$ cat src/rtl/commit_retire_ctrl.sv
// commit_retire_ctrl: in-order ROB retirement with exception walk-back and flush
package commit_retire_pkg;
    localparam int PHY_W = 6;
    typedef struct packed {
        logic             finish;
        logic             has_exception;
        logic             rd_valid;
        logic [PHY_W-1:0] old_phy_reg_id;
        logic [PHY_W-1:0] new_phy_reg_id;
        logic [31:0]      pc;
    } rob_item_t;
endpackage

module commit_retire_ctrl
    import commit_retire_pkg::*;
#(
    parameter int COMMIT_WIDTH     = 4,
    parameter int ROB_ID_WIDTH     = 5,
    parameter int PHY_REG_ID_WIDTH = PHY_W
) (
    input  logic                                           clk,
    input  logic                                           rst,
    input  logic [ROB_ID_WIDTH-1:0]                        rob_commit_retire_head_id,
    input  logic                                           rob_commit_retire_head_id_valid,
    output logic [COMMIT_WIDTH-1:0][ROB_ID_WIDTH-1:0]      commit_rob_retire_id,
    input  rob_item_t [COMMIT_WIDTH-1:0]                   rob_commit_retire_data,
    input  logic [COMMIT_WIDTH-1:0]                        rob_commit_retire_id_valid,
    output logic [COMMIT_WIDTH-1:0]                        commit_rob_retire_pop,
    input  logic [ROB_ID_WIDTH-1:0]                        rob_commit_flush_tail_id,
    output logic [ROB_ID_WIDTH-1:0]                        commit_rob_flush_id,
    input  rob_item_t                                      rob_commit_flush_data,
    output logic                                           commit_rob_flush,
    output logic [COMMIT_WIDTH-1:0][PHY_REG_ID_WIDTH-1:0]  commit_freelist_release_id,
    output logic [COMMIT_WIDTH-1:0]                        commit_freelist_release_valid,
    output logic [PHY_REG_ID_WIDTH-1:0]                    commit_rat_restore_id,
    output logic                                           commit_rat_restore_valid,
    output logic [31:0]                                    commit_redirect_pc,
    output logic                                           commit_redirect_valid,
    output logic [63:0]                                    commit_retire_count
);
    typedef enum logic [1:0] {RETIRE, FLUSH_WALK, FLUSH_DONE} state_t;

    state_t                               state, state_n;
    logic [ROB_ID_WIDTH-1:0]              exc_id, exc_lane_id;
    logic [31:0]                          exc_pc, exc_lane_pc;
    logic                                 exc_hit, blocked, lane_valid;
    logic [$clog2(COMMIT_WIDTH+1)-1:0]    pop_cnt;
    logic [COMMIT_WIDTH-1:0]              unused_lane;
    logic                                 unused_flush;

    assign commit_rat_restore_id = rob_commit_flush_data.new_phy_reg_id;
    assign commit_redirect_pc    = exc_pc;
    assign unused_flush = ^{rob_commit_flush_data.finish, rob_commit_flush_data.has_exception,
                            rob_commit_flush_data.old_phy_reg_id, rob_commit_flush_data.pc};

    // Per-lane ids and release ids; the lane id wraps naturally at ROB_SIZE
    always_comb begin
        for (int i = 0; i < COMMIT_WIDTH; i++) begin
            commit_rob_retire_id[i]       = rob_commit_retire_head_id + ROB_ID_WIDTH'(i);
            commit_freelist_release_id[i] = rob_commit_retire_data[i].old_phy_reg_id;
            unused_lane[i]                = ^rob_commit_retire_data[i].new_phy_reg_id;
        end
    end

    // Retire the qualifying prefix; the first blocking lane is inspected for an exception
    always_comb begin
        state_n                       = state;
        commit_rob_retire_pop         = '0;
        commit_freelist_release_valid = '0;
        commit_rat_restore_valid      = 1'b0;
        commit_rob_flush              = 1'b0;
        commit_redirect_valid         = 1'b0;
        exc_hit                       = 1'b0;
        exc_lane_id                   = '0;
        exc_lane_pc                   = '0;
        blocked                       = 1'b0;
        lane_valid                    = 1'b0;
        pop_cnt                       = '0;
        if (state == RETIRE) begin
            for (int i = 0; i < COMMIT_WIDTH; i++) begin
                lane_valid = rob_commit_retire_head_id_valid & rob_commit_retire_id_valid[i]
                           & rob_commit_retire_data[i].finish;
                if (!blocked) begin
                    if (lane_valid && !rob_commit_retire_data[i].has_exception) begin
                        commit_rob_retire_pop[i]         = 1'b1;
                        commit_freelist_release_valid[i] = rob_commit_retire_data[i].rd_valid;
                        pop_cnt                          = pop_cnt + 1'b1;
                    end else begin
                        blocked     = 1'b1;
                        exc_hit     = lane_valid;
                        exc_lane_id = commit_rob_retire_id[i];
                        exc_lane_pc = rob_commit_retire_data[i].pc;
                    end
                end
            end
            state_n = exc_hit ? FLUSH_WALK : RETIRE;
        end else if (state == FLUSH_WALK) begin
            commit_rat_restore_valid = rob_commit_flush_data.rd_valid;
            state_n = (commit_rob_flush_id == exc_id) ? FLUSH_DONE : FLUSH_WALK;
        end else begin
            commit_rob_flush      = 1'b1;
            commit_redirect_valid = 1'b1;
            state_n               = RETIRE;
        end
    end

    // State, retire counter, exception capture and the tail-to-head walk pointer
    always_ff @(posedge clk) begin
        if (rst) begin
            state               <= RETIRE;
            commit_retire_count <= '0;
            exc_id              <= '0;
            exc_pc              <= '0;
            commit_rob_flush_id <= '0;
        end else begin
            state               <= state_n;
            commit_retire_count <= commit_retire_count + 64'(pop_cnt);
            if (exc_hit) begin
                exc_id              <= exc_lane_id;
                exc_pc              <= exc_lane_pc;
                commit_rob_flush_id <= rob_commit_flush_tail_id;
            end else if (state == FLUSH_WALK && commit_rob_flush_id != exc_id) begin
                commit_rob_flush_id <= commit_rob_flush_id - 1'b1;
            end
        end
    end
endmodule

$ cat config.mk
export PLATFORM = sky130hd
export DESIGN_NAME = commit_retire_ctrl
export DESIGN_NICKNAME = d
export VERILOG_FILES = /design/src/rtl/commit_retire_ctrl.sv
export SDC_FILE = /design/constraint.sdc
export NUM_CORES = 1
export LEC_CHECK = 0
export CORE_AREA = 2 2 159 161
export CTS_CLUSTER_DIAMETER = 30
export DETAILED_ROUTE_END_ITERATION = 10
export DIE_AREA = 0 0 161 163
export HOLD_SLACK_MARGIN = 0.15
export SETUP_SLACK_MARGIN = 0.4
export SLEW_MARGIN = 20
export SYNTH_ARGS = -nofsm -noshare
export SYNTH_HDL_FRONTEND = slang
export SYNTH_SLANG_ARGS = --single-unit
$ cat constraint.sdc
create_clock -name clk -period 4.23 [get_ports clk]
set_clock_uncertainty 0.05 [all_clocks]
set_input_delay 0.846 -clock clk [delete_from_list [all_inputs] [get_ports clk]]
set_output_delay 0.846 -clock clk [all_outputs]
set_load 0.01 [all_outputs]
==> run summary <==
DP Area - 0.00966 sq mm
FILL cells - 2,534
Initial antenna violation count - 9
Slew HR - 57.9%
Total power - 2.36 mW
Critical path startpoint - rob_commit_retire_id_valid[1]
Critical path arrival - 2.77 ns
Die Ht - 163 microns
Layout Nets - 1,340
Crit Path Max Fanout - 17
Int Pwr - 1.70 mW
Grt ovf - 0
Worst skew pair latency - 0.36 ns
Status - completed
Met3 usage - 5.88%
Final ANT Viol Nets - 0
Rows - 58
Clk sink count - 108
Sequential area share after synthesis - 33.2%
GRT Max-Usage Layer - met2
DP HPWL - 20.9 mm
Minimum clock period - 3.67 ns
Die Width - 161 microns
Vias per std cell - 5.25
Crit. End Element - output pin
Hold Buf Count CTS - 0
Worst Path Required - 3.33 ns
Sw Ratio - 27.9%
GRT Overall Usage - 20.3%
R2R depth - 11
Layout area overhead - 55.9%
DRT iter0 DRCs - 414
Layout cells sized above 1 - 9.70%
Final hold viol count - 0
Reg-to-reg slack, setup - 1.09 ns
Gate power share - 18.6%
Syn_nets - 1,086
YS warnings - 0
Power Density - 232 mW/mm^2
Core area - 0.0247 sq mm
Max frequency - 272 MHz
Synth top area share - 33.2%
Seq cells post-synth - 108
Final WL - 27.4 mm
Slew @ Worst Pin - 0.631 ns
Setup WS post-layout - 0.560 ns
Hold crit path type - reg2reg
Design area - 0.0101 sq mm
Cts bufs inserted - 9
Die area - 0.0262 sq mm
First-pass GRT wire length - 41.2 mm
Io pins - 414
Yosys cell types - 56
Clock Path Buffers - 2
Most frequent cell after synthesis - a21oi_1
Crit path capture - commit_rob_retire_pop[3]
First-pass iteration count of the detailed router - 4
WL/cell - 19.3 microns
Routability cong. - 0.903
Clk network pwr share - 36.9%
R2R Path End - commit_retire_count[44]$_SDFF_PP0_
Synth Cell Area - 0.00651 sq mm
Synthesized area per cell - 7.90 sq um
Met2 GRT Util - 35.7%
Setup CP Type - in2out
Commonest cells post-synth - a21oi_1 (115), dfxtp_1 (108), nand2_1 (69)
Unrepaired setup endpoints after global routing - no
Clock-pin slew on the worst setup and hold paths - 0.08 ns
Top area cells in the synthesized netlist - dfxtp_1 (33%), a21oi_1 (8.8%), a211oi_1 (4.5%)
R2R Path Start - state[1]$_SDFF_PP0_
Final setup viols - 0
Area of the multi-input gates - 0.00386 sq mm
Dpl ws - -0.148 ns
Register area - 0.00216 sq mm
Via Count - 7,460
Largest net degree at the start of global routing - 62
Startpoint Class - input pin
Initial core utilization - 26.4%
Tcrit/Tclk final - 86.8%
Max Slew Vio Count - 0
Final Core Density - 41.1%
DRC Markers - 0
Top_reg_cell synth - dfxtp_1
Port bufs - 289
Leading area contributor after synthesis - dfxtp_1
Flop pwr share - 44.5%
Synth async-reset ratio - 0%
Max-cap violations - 0
Clock tree root buffer cell - clkbuf_16
Pleak - 3.47 nW
Number of flops mapped to enable cells by yosys - 0
Switching pwr - 0.658 mW
TritonCTS clock tree - yes
Vias in the first global route - 7,174
H-tree levels - 3
Met1 GRT Util - 23.5%
Worst VDD drop - 0.000151 V
Syn Inst Count - 824
==> cell families after synthesis <==
group,share of synthesized area [%]
muxes,0.173
DFF,33.2
and+or+nand+nor,25.5
xor gates and xnor gates,5.52
adders and majority gates,2.04
AOI/OAI and AO/OA,24.5
buffers and inverters,9.08
==> layout make-up <==
| type | count | area share (%) |
|---|---|---|
| Antenna cell | 9 | 0.222 |
| Clock buffer | 9 | 2.22 |
| Clock inverter | 7 | 0.666 |
| Inverter | 13 | 0.481 |
| Multi-Input combinational cell | 603 | 38.1 |
| Sequential cell | 108 | 21.3 |
| Tap cell | 330 | 4.07 |
| Timing Repair Buffer | 343 | 33.0 |
==> power by group through the flow <==
stage | sequential (mW) | clock (mW) | combinational [mW]
finish | 1.05 | 0.870 | 0.437
global route | 1.05 | 0.926 | 0.468
CTS | 1.05 | 0.891 | 0.439
detailed placement | 1.07 | 0 | 0.435
global placement | 1.07 | 0 | 0.435
floorplan | 1.08 | 0 | 0.183
==> sequential cells by signal (all words and copies together), names as in the netlist <==
signal,flops
commit_retire_count,64
commit_redirect_pc,32
commit_rob_flush_id,5
state,2
exc_id,5
==> cells in the final DEF (no fill, tap or decap), drive strengths merged, types with 23 or more instances in the layout <==
master	n
a21oi	115
nand3	58
buf	55
dfxtp	108
clkdlybuf4s50	276
a221oi	33
nor2	46
nand2	69
a211oi	39
nand4	23
==> through the flow <==
stage / hold slack [ns] / cells / setup TNS (ns)
floorplan: 0.448 / 824 / 0
global placement: 0.438 / 1387 / -1.09
detailed placement: 0.441 / 1387 / -1.79
CTS: 0.451 / 1408 / 0
global route: 0.487 / 1417 / 0
finish: 0.453 / 1422 / 0
==> worst min path at each step <==
stage                     slack [ns]                            endpoint                               start  depth (start not counted)
final                           0.45  commit_retire_count[61]$_SDFF_PP0_  commit_retire_count[61]$_SDFF_PP0_                          2
after global routing            0.49  commit_retire_count[61]$_SDFF_PP0_  commit_retire_count[61]$_SDFF_PP0_                          2
after CTS                       0.45  commit_retire_count[61]$_SDFF_PP0_  commit_retire_count[61]$_SDFF_PP0_                          2
after detailed placement        0.44  commit_retire_count[59]$_SDFF_PP0_  commit_retire_count[59]$_SDFF_PP0_                          2
after global placement          0.44  commit_retire_count[56]$_SDFF_PP0_  commit_retire_count[56]$_SDFF_PP0_                          2
after floorplan                 0.45  commit_retire_count[59]$_SDFF_PP0_  commit_retire_count[59]$_SDFF_PP0_                          2
==> critical path: stages <==
cell             delay, ns
dlygate4sd2_1         0.27
nand4b_1              0.17
buf_4                 0.17
buf_4                 0.14
buf_4                 0.20
nor4_4                0.26
buf_4                 0.16
clkdlybuf4s50_1       0.55
==> routing by layer <==
layer,up-vias,share of wire [%]
met5,-,0.099
met3,36,8.3
met1,3551,40
met2,299,50
li1,3570,-
met4,4,2.0
==> what timing repair did <==
item,in CTS,in global routing
endpoints found under the hold margin,0,0
pin swaps,7,10
resized for setup,7,26
gates cloned,0,1
setup endpoints to repair,36,35
buffers inserted,5,4
Note: power is estimated with default switching activity, not from simulation.
